==> src/rtl/wb_writeback_unit.sv <==
// Writeback: captures MEM results, aligns/extends load data, drives the regfile write port; 2-cycle fixed latency.
// No backpressure: accepts one retiring instruction per cycle and never stalls; Flush kills the W1 entry.
module wb_writeback_unit #(
  parameter int REG_DATA_WIDTH     = 32,
  parameter int REGFILE_ADDR_WIDTH = 5,
  parameter int INSTRET_WIDTH      = 64
) (
  input  logic                          Clk_100MHz,
  input  logic                          Reset,
  input  logic                          Flush,
  input  logic                          Mem_valid,
  input  logic [REGFILE_ADDR_WIDTH-1:0] Mem_rd_address,
  input  logic                          Mem_rd_wr_en,
  input  logic [REG_DATA_WIDTH-1:0]     Mem_result,
  input  logic                          Mem_is_load,
  input  logic [2:0]                    Mem_load_funct3,
  input  logic [REG_DATA_WIDTH-1:0]     Dmem_rd_data,
  output logic [REGFILE_ADDR_WIDTH-1:0] Rd_address,
  output logic [REG_DATA_WIDTH-1:0]     Rd_wr_data,
  output logic                          Rd_wr_en,
  output logic                          Load_fault,
  output logic [REG_DATA_WIDTH-1:0]     Load_fault_addr,
  output logic [INSTRET_WIDTH-1:0]      Instret
);

  localparam logic [2:0] F3_LB  = 3'b000;
  localparam logic [2:0] F3_LH  = 3'b001;
  localparam logic [2:0] F3_LW  = 3'b010;
  localparam logic [2:0] F3_LBU = 3'b100;
  localparam logic [2:0] F3_LHU = 3'b101;

  logic                          w1_valid;
  logic [REGFILE_ADDR_WIDTH-1:0] w1_rd_address;
  logic                          w1_rd_wr_en;
  logic [REG_DATA_WIDTH-1:0]     w1_result;
  logic                          w1_is_load;
  logic [2:0]                    w1_funct3;

  logic                      w1_live;
  logic                      illegal;
  logic                      misaligned;
  logic                      fault;
  logic                      do_write;
  logic [7:0]                ld_byte;
  logic [15:0]               ld_half;
  logic [REG_DATA_WIDTH-1:0] ld_data;
  logic [REG_DATA_WIDTH-1:0] wb_data;

  always_ff @(posedge Clk_100MHz or posedge Reset) begin
    if (Reset) begin
      w1_valid      <= 1'b0;
      w1_rd_address <= '0;
      w1_rd_wr_en   <= 1'b0;
      w1_result     <= '0;
      w1_is_load    <= 1'b0;
      w1_funct3     <= '0;
    end else begin
      w1_valid <= Mem_valid;
      if (Mem_valid) begin
        w1_rd_address <= Mem_rd_address;
        w1_rd_wr_en   <= Mem_rd_wr_en;
        w1_result     <= Mem_result;
        w1_is_load    <= Mem_is_load;
        w1_funct3     <= Mem_load_funct3;
      end
    end
  end

  // Lane select uses the byte offset within the 32-bit memory word.
  always_comb begin
    ld_byte    = Dmem_rd_data[{w1_result[1:0], 3'b000} +: 8];
    ld_half    = Dmem_rd_data[{w1_result[1], 4'b0000} +: 16];
    illegal    = 1'b0;
    misaligned = 1'b0;
    ld_data    = Dmem_rd_data;
    case (w1_funct3)
      F3_LB:  ld_data = {{(REG_DATA_WIDTH-8){ld_byte[7]}}, ld_byte};
      F3_LBU: ld_data = {{(REG_DATA_WIDTH-8){1'b0}}, ld_byte};
      F3_LH: begin
        ld_data    = {{(REG_DATA_WIDTH-16){ld_half[15]}}, ld_half};
        misaligned = w1_result[0];
      end
      F3_LHU: begin
        ld_data    = {{(REG_DATA_WIDTH-16){1'b0}}, ld_half};
        misaligned = w1_result[0];
      end
      F3_LW:   misaligned = (w1_result[1:0] != 2'b00);
      default: illegal = 1'b1;
    endcase
    w1_live  = w1_valid && !Flush;
    fault    = w1_is_load && (illegal || misaligned);
    wb_data  = w1_is_load ? ld_data : w1_result;
    do_write = w1_live && !fault && w1_rd_wr_en && (w1_rd_address != '0);
  end

  always_ff @(posedge Clk_100MHz or posedge Reset) begin
    if (Reset) begin
      Rd_address      <= '0;
      Rd_wr_data      <= '0;
      Rd_wr_en        <= 1'b0;
      Load_fault      <= 1'b0;
      Load_fault_addr <= '0;
      Instret         <= '0;
    end else begin
      Rd_wr_en   <= do_write;
      Load_fault <= w1_live && fault;
      if (do_write) begin
        Rd_address <= w1_rd_address;
        Rd_wr_data <= wb_data;
      end
      if (w1_live && fault) begin
        Load_fault_addr <= w1_result;
      end
      // x0 and wr_en=0 instructions still retire.
      if (w1_live && !fault) begin
        Instret <= Instret + INSTRET_WIDTH'(1);
      end
    end
  end

endmodule

==> config.mk <==
export PLATFORM = sky130hd
export DESIGN_NAME = wb_writeback_unit
export DESIGN_NICKNAME = d
export VERILOG_FILES = /design/src/rtl/wb_writeback_unit.sv
export SDC_FILE = /design/constraint.sdc
export NUM_CORES = 1
export LEC_CHECK = 0
export ABC_AREA = 0
export BUFFER_PORTS_ARGS = -buffer_cell sky130_fd_sc_hd__buf_2
export CAP_MARGIN = 40
export CORE_MARGIN = 8
export CORE_UTILIZATION = 55
export CTS_CLUSTER_DIAMETER = 120
export DETAILED_ROUTE_END_ITERATION = 6
export MAX_ROUTING_LAYER = met4
export PLACE_DENSITY_LB_ADDON = 0.12
export SLEW_MARGIN = 20
export SYNTH_ARGS = -nofsm -noshare
export SYNTH_HDL_FRONTEND = slang
export SYNTH_SLANG_ARGS = --single-unit
==> constraint.sdc <==
create_clock -name Clk_100MHz -period 17.55 [get_ports Clk_100MHz]
set_clock_uncertainty 0.1 [all_clocks]
set_input_delay 2.6325 -clock Clk_100MHz [delete_from_list [all_inputs] [get_ports Clk_100MHz]]
set_output_delay 2.6325 -clock Clk_100MHz [all_outputs]
set_load 0.005 [all_outputs]
; Yosys cells after proc, flatten, opt, wreduce, memory -nomap -nowiden
; Index checks and enable logic that the tools add are counted.
[word_totals]
register_bits = 178
wordCells = 37
[op_classes]
n_addsub = 1
n_shift = 2
n_reduce_logical = 14
n_eq_ne = 4
muxes = 4
[op_table]
columns = operator, count
row1 = 32-bit one-hot mux with 4 select lines, 1
row2 = "64-bit by 1-bit adder with 64-bit output, second input constant", 1
row3 = 32-bit 2-to-1 mux, 1
row4 = 32-bit by 6-bit variable part select with 16-bit output, 1
row5 = 32-bit by 6-bit variable part select with 8-bit output, 1
row6 = "3-bit equality test, second input constant", 2
row7 = 1-bit logical AND, 6
row8 = 5-bit nonzero test, 1
row9 = 5-bit OR reduction, 1
row10 = "3-bit by 1-bit equality test with 1-bit output, second input constant", 1
row11 = "3-bit by 2-bit equality test with 1-bit output, second input constant", 1
row12 = 3-bit zero test, 1
row13 = 1-bit zero test, 2
row14 = 1-bit one-hot mux with 2 select lines, 1
row15 = 2-bit nonzero test, 1
row16 = 2-bit OR reduction, 1
row17 = 1-bit logical OR, 1
row18 = 1-bit 2-to-1 mux, 1

; Depth between registers and ports, before layout
; Gate-level depths: netlist of the first run.
[logic_depth]
depth_word = 9
depth_mapped = 8
mapped_depth_nobuf = 6

; Worst setup path before layout of the first run
; OpenSTA, ideal clock, no wires.
[synth_timing]
path_kind = input-to-reg
from = input Dmem_rd_data[23]
to = register Rd_wr_data[17]
cell_stages = 5
setup_time_ns = 0.133
path_slack_ns = 13.472
arrival_ns = 3.845
cell_sequence = mux4_2 > a21boi_1 > buf_2 > o2bb2ai_1 > o21ai_0
[synth_via]
elab_chain_cells = 3
[synth_lines]
columns = item, line_no
row1 = from (decl), 17  ; input logic [REG_DATA_WIDTH-1:0] Dmem_rd_data,
row2 = 32-bit by 6-bit variable part select with 8-bit output, 71  ; ld_byte = Dmem_rd_data[{w1_result[1:0], 3'b000} +: 8];
row3 = 32-bit one-hot mux with 4 select lines, 76  ; case (w1_funct3)
row4 = 32-bit 2-to-1 mux, 92  ; wb_data = w1_is_load ? ld_data : w1_result;
row5 = to (signal assigned), 109  ; Rd_wr_data <= wb_data;
row6 = to (decl), 19  ; output logic [REG_DATA_WIDTH-1:0] Rd_wr_data,
; No other way between the ends.
; A chain may end at the register's enable or synchronous reset.

; Final worst setup path of the first run
[layout_timing]
from = input Flush
to = register Rd_wr_data[0]
[layout_via]
elab_chain_cells = 5
[layout_lines]
columns = item, line_no
row1 = from (decl), 10  ; input logic Flush,
row2 = 1-bit zero test, 90  ; w1_live = w1_valid && !Flush;
row3 = 1-bit logical AND, 90
row4 = 1-bit logical AND (3 in series), 93  ; do_write = w1_live && !fault && w1_rd_wr_en && (w1_rd_address != '0);
; No other way between the ends.

==> flow_summary.yaml, run 1 <==
floorplanning:
  die_area_um2: 18800
  core_um2: 14400
  initial_core_util_pct: 55.8
  die_h_um: 137
  die_width_um: 137
  ios: 213
  rows: 44
sta:
  period_minus_slack_ps: 4390
  final_hold_viol_count: 0
  fin_ws_ps: 13160
  tightest_slew_ps: 753
  rsz0062_at_grt: "false"
  max-slew-margin-rel_pct: 49.7
  max_freq_ghz: 0.228
  slew_viol_final: 0
  setup-violations-final: 0
  period_share_pct: 25.0
  tns_ps: 0
clock_network:
  cts_setup_buffers: 0
  clk_pin_slew_ps: 70
  clkLatencyLatePin_ps: 430
  cts_root_buf: "clkbuf_16"
  clock_path_buffers: 2
  cts_sinks: 178
  cts_hold_buf: 0
  cts_tree: "done"
  cts_resized: 0
  cts_buffers: 17
  h-tree-depth: 4
global_routing:
  grt_use_total_pct: 24.1
  grt_pass1_wl_mm: 34.0
  grt_max_degree: 60
  grt_antenna_before_repair: 4
  overflow: 0
  grt_pass1_vias: 6517
pwr:
  power.static_leakage_uw: 0.00500
  vdd_ir_drop_max_mv: 0.0685
  power.density_nw_per_um2: 119
routing:
  avgRoutedWirePerCell_um: 19.7
  vias_per_cell: 5.64
  vias: 6280
  wl_mm: 21.9
  drtAntennaViolNets: 0
  dr.first_iter.drc_count: 375
  dr.pass1.iters: 5
  drc: 0
finish:
  area_growth_pct: 24.9
  drive_gt1_share_pct: 37.2
  multi_input_area_um2: 3410
  regArea_um2: 4450
  num-fill-cells: 1098
  fin_util_pct: 69.7
  layout_common_cells: "212 x buf_2, 178 x dfrtp_1, 87 x nand2_1, 74 x mux2_2"
  nets: 990
  layout_commonest_cell: "buf_2"
synth:
  ys_async_sr_fraction_pct: 100
  ys_types: 47
  yosysSeqAreaShare_pct: 55.3
  synth_ff_type: "dfrtp_1"
  netlist_area_um2: 8050
  syn-instance-count: 706
  yosys_warnings: 0
  ys_ff_latch: 178
  synth.net_count: 785
  synth.avg_cell_area_um2: 11.4
  synth_edf_count: 0
placement:
  place.gp.congestion: 0.839
  pre_cts_ws_ps: 12770
  dp_hpwl_mm: 16.1
  portBuffers: 212
critical_path:
  slowest_stage: "and3_1"
  start_kind: "input pin"
  path_buf_inv: 3
  reg2reg_slack_ps: 14660
  worstPathArrival_ps: 4640
  cpPeakStageDelay_ps: 550
  path_cells: "buf_2, nor2b_1, and3_1, o211ai_1, buf_4, inv_1, nor2_1, a31oi_1"
  crit_family: "simple AND/OR/NAND/NOR gates"
  worstSetupPathType: "input pin to register"
  crit_fanout: 25
  end_kind: "register"
  required_ps: 17800
flow_run:
  drv_cap: 0
min_path:
  min_path_type: "register to register"
status:
  status: "completed"
==> layer usage <==
| metal | share of wire, % | wire length (um) | vias to the layer above | GRT usage (%) |
|---|---|---|---|---|
| li1 | - | - | 2913 | - |
| met1 | 41 | 9030 | 3107 | 29.2 |
| met2 | 50 | 10900 | 228 | 38.7 |
| met3 | 7.1 | 1560 | 32 | 6.24 |
| met4 | 1.7 | 378 | 0 | 7.91 |
| met5 | 0 | 0 | - | - |
==> where the power goes <==
part,internal (uW),leakage [uW],total (uW),switching (uW)
logic,116,0.00246,223,108
registers,486,0.00222,541,55.3
clock network,270,0.000321,436,166
==> worst paths after layout <==
kind	from	to	cells past startpoint
min in group asynchronous	Reset	Load_fault_addr[18]	2
setup reg to reg	w1_result[1]	Rd_wr_data[0]	7
max in group asynchronous	Reset	Instret[44]	5
hold reg to reg	Instret[63]	Instret[63]	1
setup / recovery	Flush	Rd_wr_data[0]	8
hold / removal	Instret[63]	Instret[63]	1
==> registers in the layout (all words and copies together), names as in the netlist, 3 cells and up <==
| name | count |
|---|---|
| Load_fault_addr | 32 |
| Rd_wr_data | 32 |
| Instret | 64 |
| w1_rd_address | 5 |
| w1_funct3 | 3 |
| w1_result | 32 |
| Rd_address | 5 |
==> cell type report <==
| type | count | area share, % |
|---|---|---|
| diodes | 5 | 0.124 |
| clock buffers | 18 | 4.27 |
| clock inverters | 14 | 2.50 |
| inverters | 15 | 0.610 |
| multi-input cells | 477 | 33.9 |
| flip-flops and latches | 178 | 44.3 |
| well taps | 184 | 2.29 |
| repair buffers | 222 | 12.0 |
==> synth_stat cells, types with 12 or more instances <==
| library cell | n | area, um^2 |
|---|---|---|
| dfrtp_1 | 178 | 4450 |
| nand2_1 | 87 | 327 |
| mux2_2 | 74 | 833 |
| nor2_1 | 43 | 161 |
| xor2_1 | 43 | 377 |
| o21ai_0 | 32 | 160 |
| o2bb2ai_1 | 24 | 210 |
| clkbuf_1 | 23 | 86.3 |
| nand3_1 | 22 | 110 |
| nor3_1 | 21 | 105 |
| xnor2_1 | 20 | 175 |
| inv_1 | 15 | 56.3 |
| a22oi_1 | 12 | 90.1 |
| nand4_1 | 12 | 75.1 |
==> stage by stage <==
step | cells | hold slack (ps) | power (uW) | area (um^2)
2_1_floorplan | 706 | 348 | 649 | 8050
3_3_place_gp | 1072 | 353 | 761 | 9260
3_5_place_dp | 1076 | 355 | 774 | 9360
4_1_cts | 1108 | 366 | 1210 | 10000
5_1_grt | 1112 | 392 | 1250 | 10100
6_report | 1113 | 357 | 1200 | 10100
==> logic make-up (layout without fill, tap and decap cells) <==
logic type / after synthesis / in the layout / share of synthesized area [%]
xor gates and xnor gates: 63 / 63 / 6.86
and+or+nand+nor: 230 / 230 / 14.3
other: 0 / 5 / 0
AOI/OAI and AO/OA: 101 / 101 / 8.97
adders and majority gates: 1 / 1 / 0.155
buffers and inverters: 51 / 269 / 2.53
muxes: 82 / 82 / 11.8
DFF: 178 / 178 / 55.3
Note: power is estimated with default switching activity, not from simulation.
==> run 2, diff against run 1 <==
Settings changed: ABC_AREA 0 to 1.
Clock period 17.55 ns to 4.25 ns, I/O delays scaled along.
==> run 2 against run 1 <==
Net effect:
- combinational power grew to 4.2 times the previous value
- worst hold slack worse by 340 ps
- sequential power grew to 4.1 times the previous value
==> flow_summary.yaml, run 2 <==
sta:
  max-slew-margin-rel_pct: 53.7
  rsz0062_at_grt: "false"
  slew_viol_final: 0
  final_hold_viol_count: 0
  period_minus_slack_ps: 2850
  setup-violations-final: 0
  max_freq_ghz: 0.351
  period_share_pct: 67.0
  tightest_slew_ps: 692
  tns_ps: 0
  fin_ws_ps: 1400
synth:
  synth.net_count: 1323
  ys_async_sr_fraction_pct: 100
  synth.top_cells.by_count: "449 x nand2_1, 178 x dfrtp_1, 149 x nor2_1, 108 x inv_1, 73 x o21ai_0"
  synth_edf_count: 0
  synth_ff_type: "dfrtp_1"
  yosysSeqAreaShare_pct: 47.7
  netlist_area_um2: 9340
  ys_types: 36
  synth.avg_cell_area_um2: 7.51
  yosysTopAreaCellShare_pct: 47.7
  synth_top_area_cell: "dfrtp_1"
  ys_ff_latch: 178
  yosysMostFrequentCell: "nand2_1"
  yosys-top-cells-area: "dfrtp_1 48%, nand2_1 18%, nor2_1 6.0%, inv_1 4.3%, o21ai_0 3.9%"
  syn-instance-count: 1244
  yosys_warnings: 0
pwr:
  vdd_ir_drop_max_mv: 0.287
  power.density_nw_per_um2: 428
  p_int_uw: 3310
  power_frac_comb_pct: 19.6
  p_clk_share_pct: 34.4
  power.static_leakage_uw: 0.00547
  p_seq_share_pct: 46.0
  p_sw_share_pct: 31.0
  p_switching_uw: 1490
finish:
  nets: 1523
  drive_gt1_share_pct: 20.5
  layout_commonest_cell: "nand2_1"
  layout_common_cells: "449 x nand2_1, 212 x buf_2, 178 x dfrtp_1, 149 x nor2_1, 107 x inv_1"
  regMostFlops: "Instret"
  largest_reg_flops: 64
  design_area_um2: 11200
  area_growth_pct: 20.1
floorplanning:
  core_um2: 16600
  rows: 47
  die_area_um2: 21400
  ios: 213
  die_width_um: 146
  die_h_um: 146
  initial_core_util_pct: 56.3
critical_path:
  required_ps: 4480
  crit_fanout: 36
  start_kind: "register"
  cpPeakStageDelay_ps: 730
  end_kind: "register"
  path_cells: "inv_2, a21oi_4, nand2_2, nor2_4, buf_12, nand2_1, o21a_1"
  slowest_stage: "dfrtp_1"
  worstPathArrival_ps: 3080
  worstSetupPathType: "register to register"
clock_network:
  cts_buffers: 17
  cts_tree: "done"
  cts_hold_buf: 0
  cts_resized: 0
  cts_root_buf: "clkbuf_16"
  h-tree-depth: 4
  clk_pin_slew_ps: 80
  cts_sinks: 178
  clkLatencyLatePin_ps: 450
  cts_setup_buffers: 0
  clock_path_buffers: 2
routing:
  drc: 0
  drtAntennaViolNets: 0
  avgRoutedWirePerCell_um: 16.7
  dr.first_iter.drc_count: 567
  wl_mm: 28.1
  vias: 8877
  vias_per_cell: 5.29
  dr.pass1.iters: 6
flow_run:
  drv_cap: 0
global_routing:
  overflow: 0
  grt_pass1_vias: 9061
  grt_antenna_before_repair: 0
  grt_max_degree: 94
  grt_pass1_wl_mm: 45.7
  grt_use_total_pct: 27.0
placement:
  place.gp.congestion: 1.00
  dp_hpwl_mm: 21.4
  portBuffers: 212
  pre_cts_ws_ps: 1270
  post_dp_cell_area_um2: 10600
status:
  status: "completed"
min_path:
  min_path_type: "input pin to async pin"
==> run 2: cell count changes after synthesis, sizes merged, moves of 12 or more <==
cell	delta
nand2	+368
nor2	+121
inv	+97
mux2	-73
o21ai	+49
a21oi	+33
o21a	+32
nand3	+30
xor2	-25
o2bb2ai	-24
a22oi	-12
nor4	-12
==> run 2: per-stage QoR <==
stage / utilization, % / power (uW) / hold slack, ps / instances
finish: 67.6 / 4800 / 17.4 / 1678
global placement: 63.6 / 3160 / 362 / 1643
global route: 67.6 / 5040 / 16.9 / 1677
detailed placement: 63.6 / 3180 / 364 / 1643
CTS: 67.4 / 4830 / 240 / 1675
floorplan: - / 2690 / 372 / 1244
==> run 2: worst paths after layout <==
kind                            cells past startpoint           start                  end  slack (ps)
min in group Clk_100MHz                             3  Mem_result[20]        w1_result[20]         300
max in group asynchronous                           3           Reset       Rd_wr_data[10]        3300
worst min register to register                      2  Rd_wr_data[28]       Rd_wr_data[28]         380
worst max register to register                      7      w1_is_load  Load_fault_addr[21]        1400
worst min-delay path                                2           Reset           Instret[3]          20
worst max-delay path                                7      w1_is_load  Load_fault_addr[21]        1400
==> run 2: cell type report <==
class / instances / area (um^2)
Clock inverter: 15 / 193
Fill cell: 1455 / 5370
Timing Repair Buffer: 223 / 1210
Clock buffer: 17 / 425
Sequential cell: 178 / 4450
Multi-Input combinational cell: 912 / 4230
Tap cell: 220 / 275
Antenna cell: 1 / 2.50
Inverter: 112 / 424
==> run 2: critical path: cells and delay by family (launching register included) <==
kind                   cells  cell delay, ps
AO/OA/AOI/OAI              2             400
buffers and inverters      2             710
AND/OR/NAND/NOR            3             770
flip-flops                 1             730
==> run 2: cell families (layout without fill, tap and decap cells) <==
family	after synthesis	in the layout	synth area share (%)
flops	178	178	47.7
simple gates	714	714	31.7
fa+ha+maj	1	1	0.134
compound gates	160	160	9.96
buf+inv	154	367	7.01
xor+xnor	36	36	3.38
other cells	0	1	0
mux	1	1	0.121
==> run 2: power by group through the flow <==
| stage | clock (uW) | sequential (uW) | combinational (uW) |
|---|---|---|---|
| floorplan | 0 | 2210 | 489 |
| global placement | 0 | 2240 | 922 |
| detailed placement | 0 | 2230 | 951 |
| CTS | 1670 | 2210 | 955 |
| global route | 1730 | 2240 | 1070 |
| finish | 1650 | 2210 | 939 |
==> run 2: metal layers <==
| metal | vias to the layer above | global-route usage [%] | part of all wire, % |
|---|---|---|---|
| li1 | 4310 | - | - |
| met1 | 4169 | 31.8 | 41 |
| met2 | 340 | 44.7 | 50 |
| met3 | 58 | 5.16 | 6.1 |
| met4 | 0 | 11.6 | 3.1 |
| met5 | - | - | 0 |
==> run 3, diff against run 2 <==
Settings changed: ABC_AREA 1 to 0, CORE_UTILIZATION 55 to 53.
Clock period 4.25 ns to 2.8 ns, I/O delays scaled along.
==> run 3 against run 2 <==
Net effect:
- die area decreased by 9.4%
- largest cell class unchanged
- final cell count decreased by 33%
- maximum frequency increased by 18%
==> flow_summary.yaml, run 3 (synthesized netlist as in run 1, its figures left out) <==
status:
  status: "completed"
placement:
  dp_hpwl_mm: 16.5
  portBuffers: 212
  post_dp_cell_area_um2: 9460
  place.gp.congestion: 0.860
sta:
  final_hold_viol_count: 0
  max_freq_ghz: 0.413
  tightest_slew_ps: 734
  period_minus_slack_ps: 2420
  period_share_pct: 86.4
  slew_viol_final: 0
  rsz0062_at_grt: "false"
  max-slew-margin-rel_pct: 51.0
  setup-violations-final: 0
pwr:
  total_power_uw: 7420
  vdd_ir_drop_max_mv: 0.434
  power.density_nw_per_um2: 732
  power.static_leakage_uw: 0.00504
clock_network:
  h-tree-depth: 4
  clkLatencyLatePin_ps: 430
  cts_tree: "done"
  clock_path_buffers: 2
  cts_root_buf: "clkbuf_16"
  cts_resized: 0
  cts_buffers: 17
  clk_pin_slew_ps: 70
  cts_sinks: 178
routing:
  vias_per_cell: 5.59
  wl_mm: 22.0
  drtAntennaViolNets: 0
  avgRoutedWirePerCell_um: 19.5
  drc: 0
  dr.pass1.iters: 5
  vias: 6291
  dr.first_iter.drc_count: 460
global_routing:
  grt_use_total_pct: 23.9
  grt_antenna_before_repair: 3
  grt_pass1_wl_mm: 35.7
  overflow: 0
  grt_max_degree: 44
  grt_pass1_vias: 6747
finish:
  fin_util_pct: 67.4
  largest_reg_flops: 64
  layout_commonest_cell: "buf_2"
  regMostFlops: "Instret"
  area_growth_pct: 26.0
  layout_common_cells: "212 x buf_2, 178 x dfrtp_1, 87 x nand2_1, 74 x mux2_2"
  design_area_um2: 10100
  nets: 1001
  drive_gt1_share_pct: 38.0
  num-fill-cells: 1186
floorplanning:
  die_area_um2: 19400
  core_um2: 15000
  initial_core_util_pct: 53.5
  ios: 213
  die_width_um: 139
  rows: 45
  die_h_um: 139
critical_path:
  cpPeakStageDelay_ps: 540
  required_ps: 3050
  crit_family: "simple AND/OR/NAND/NOR gates"
  slowest_stage: "nor4_1"
  worstPathArrival_ps: 2680
  path_cells: "nand4_1, nor4_1, nand4_2, nor4_2, xor2_1"
  crit_fanout: 10
  path_buf_inv: 0
  worstSetupPathType: "register to register"
  end_kind: "register"
  start_kind: "register"
flow_run:
  drv_cap: 0
min_path:
  min_path_type: "input pin to register"
run 3: timing repair:
| action | in CTS | in global routing |
|---|---|---|
| buffers inserted | 0 | 0 |
| hold buffers | 1 | 0 |
| endpoints found under the hold margin | 6 | 0 |
run 3: routing by layer:
| metal | GRT usage [%] | share of wire (%) |
|---|---|---|
| met1 | 27.4 | 41 |
| met2 | 39.5 | 50 |
| met3 | 7.28 | 7.6 |
| met4 | 7.68 | 1.6 |
| met5 | - | 0 |
run 3: path summary, 6_finish.rpt:
kind	from	to	slack (ps)	cells after the start
worst max-delay path	Instret[3]	Instret[63]	380	5
worst min-delay path	Mem_result[4]	w1_result[4]	120	2
worst max register to register	Instret[3]	Instret[63]	380	5
worst min register to register	Instret[43]	Instret[43]	390	1
max in group asynchronous	Reset	Instret[25]	1570	5
min in group asynchronous	Reset	Instret[12]	350	3
run 3: layout make-up:
type	count	area (um^2)	area share, %
Tap cell	188	235	2.32
Antenna cell	3	7.51	0.0741
Timing Repair Buffer	233	1320	13.0
Clock buffer	21	480	4.74
Sequential cell	178	4450	43.9
Multi-Input combinational cell	477	3410	33.6
Inverter	15	60.1	0.592
Clock inverter	11	176	1.74
run 3: report_power, final:
part           leakage, uW  switching (uW)  internal, uW
clock network     0.000308            1010          1590
logic              0.00251             685           739
registers          0.00222             346          3050
total              0.00504            2040          5380
run 3: through the flow:
| step | cells | worst slack [ps] | TNS [ps] | hold WS [ps] |
|---|---|---|---|---|
| floorplan | 706 | -0.613 | -109 | 348 |
| global placement | 1088 | 528 | 0 | 361 |
| detailed placement | 1090 | 450 | 0 | 254 |
| CTS | 1123 | 420 | 0 | 104 |
| global route | 1126 | 144 | 0 | 102 |
| finish | 1126 | 380 | 0 | 119 |
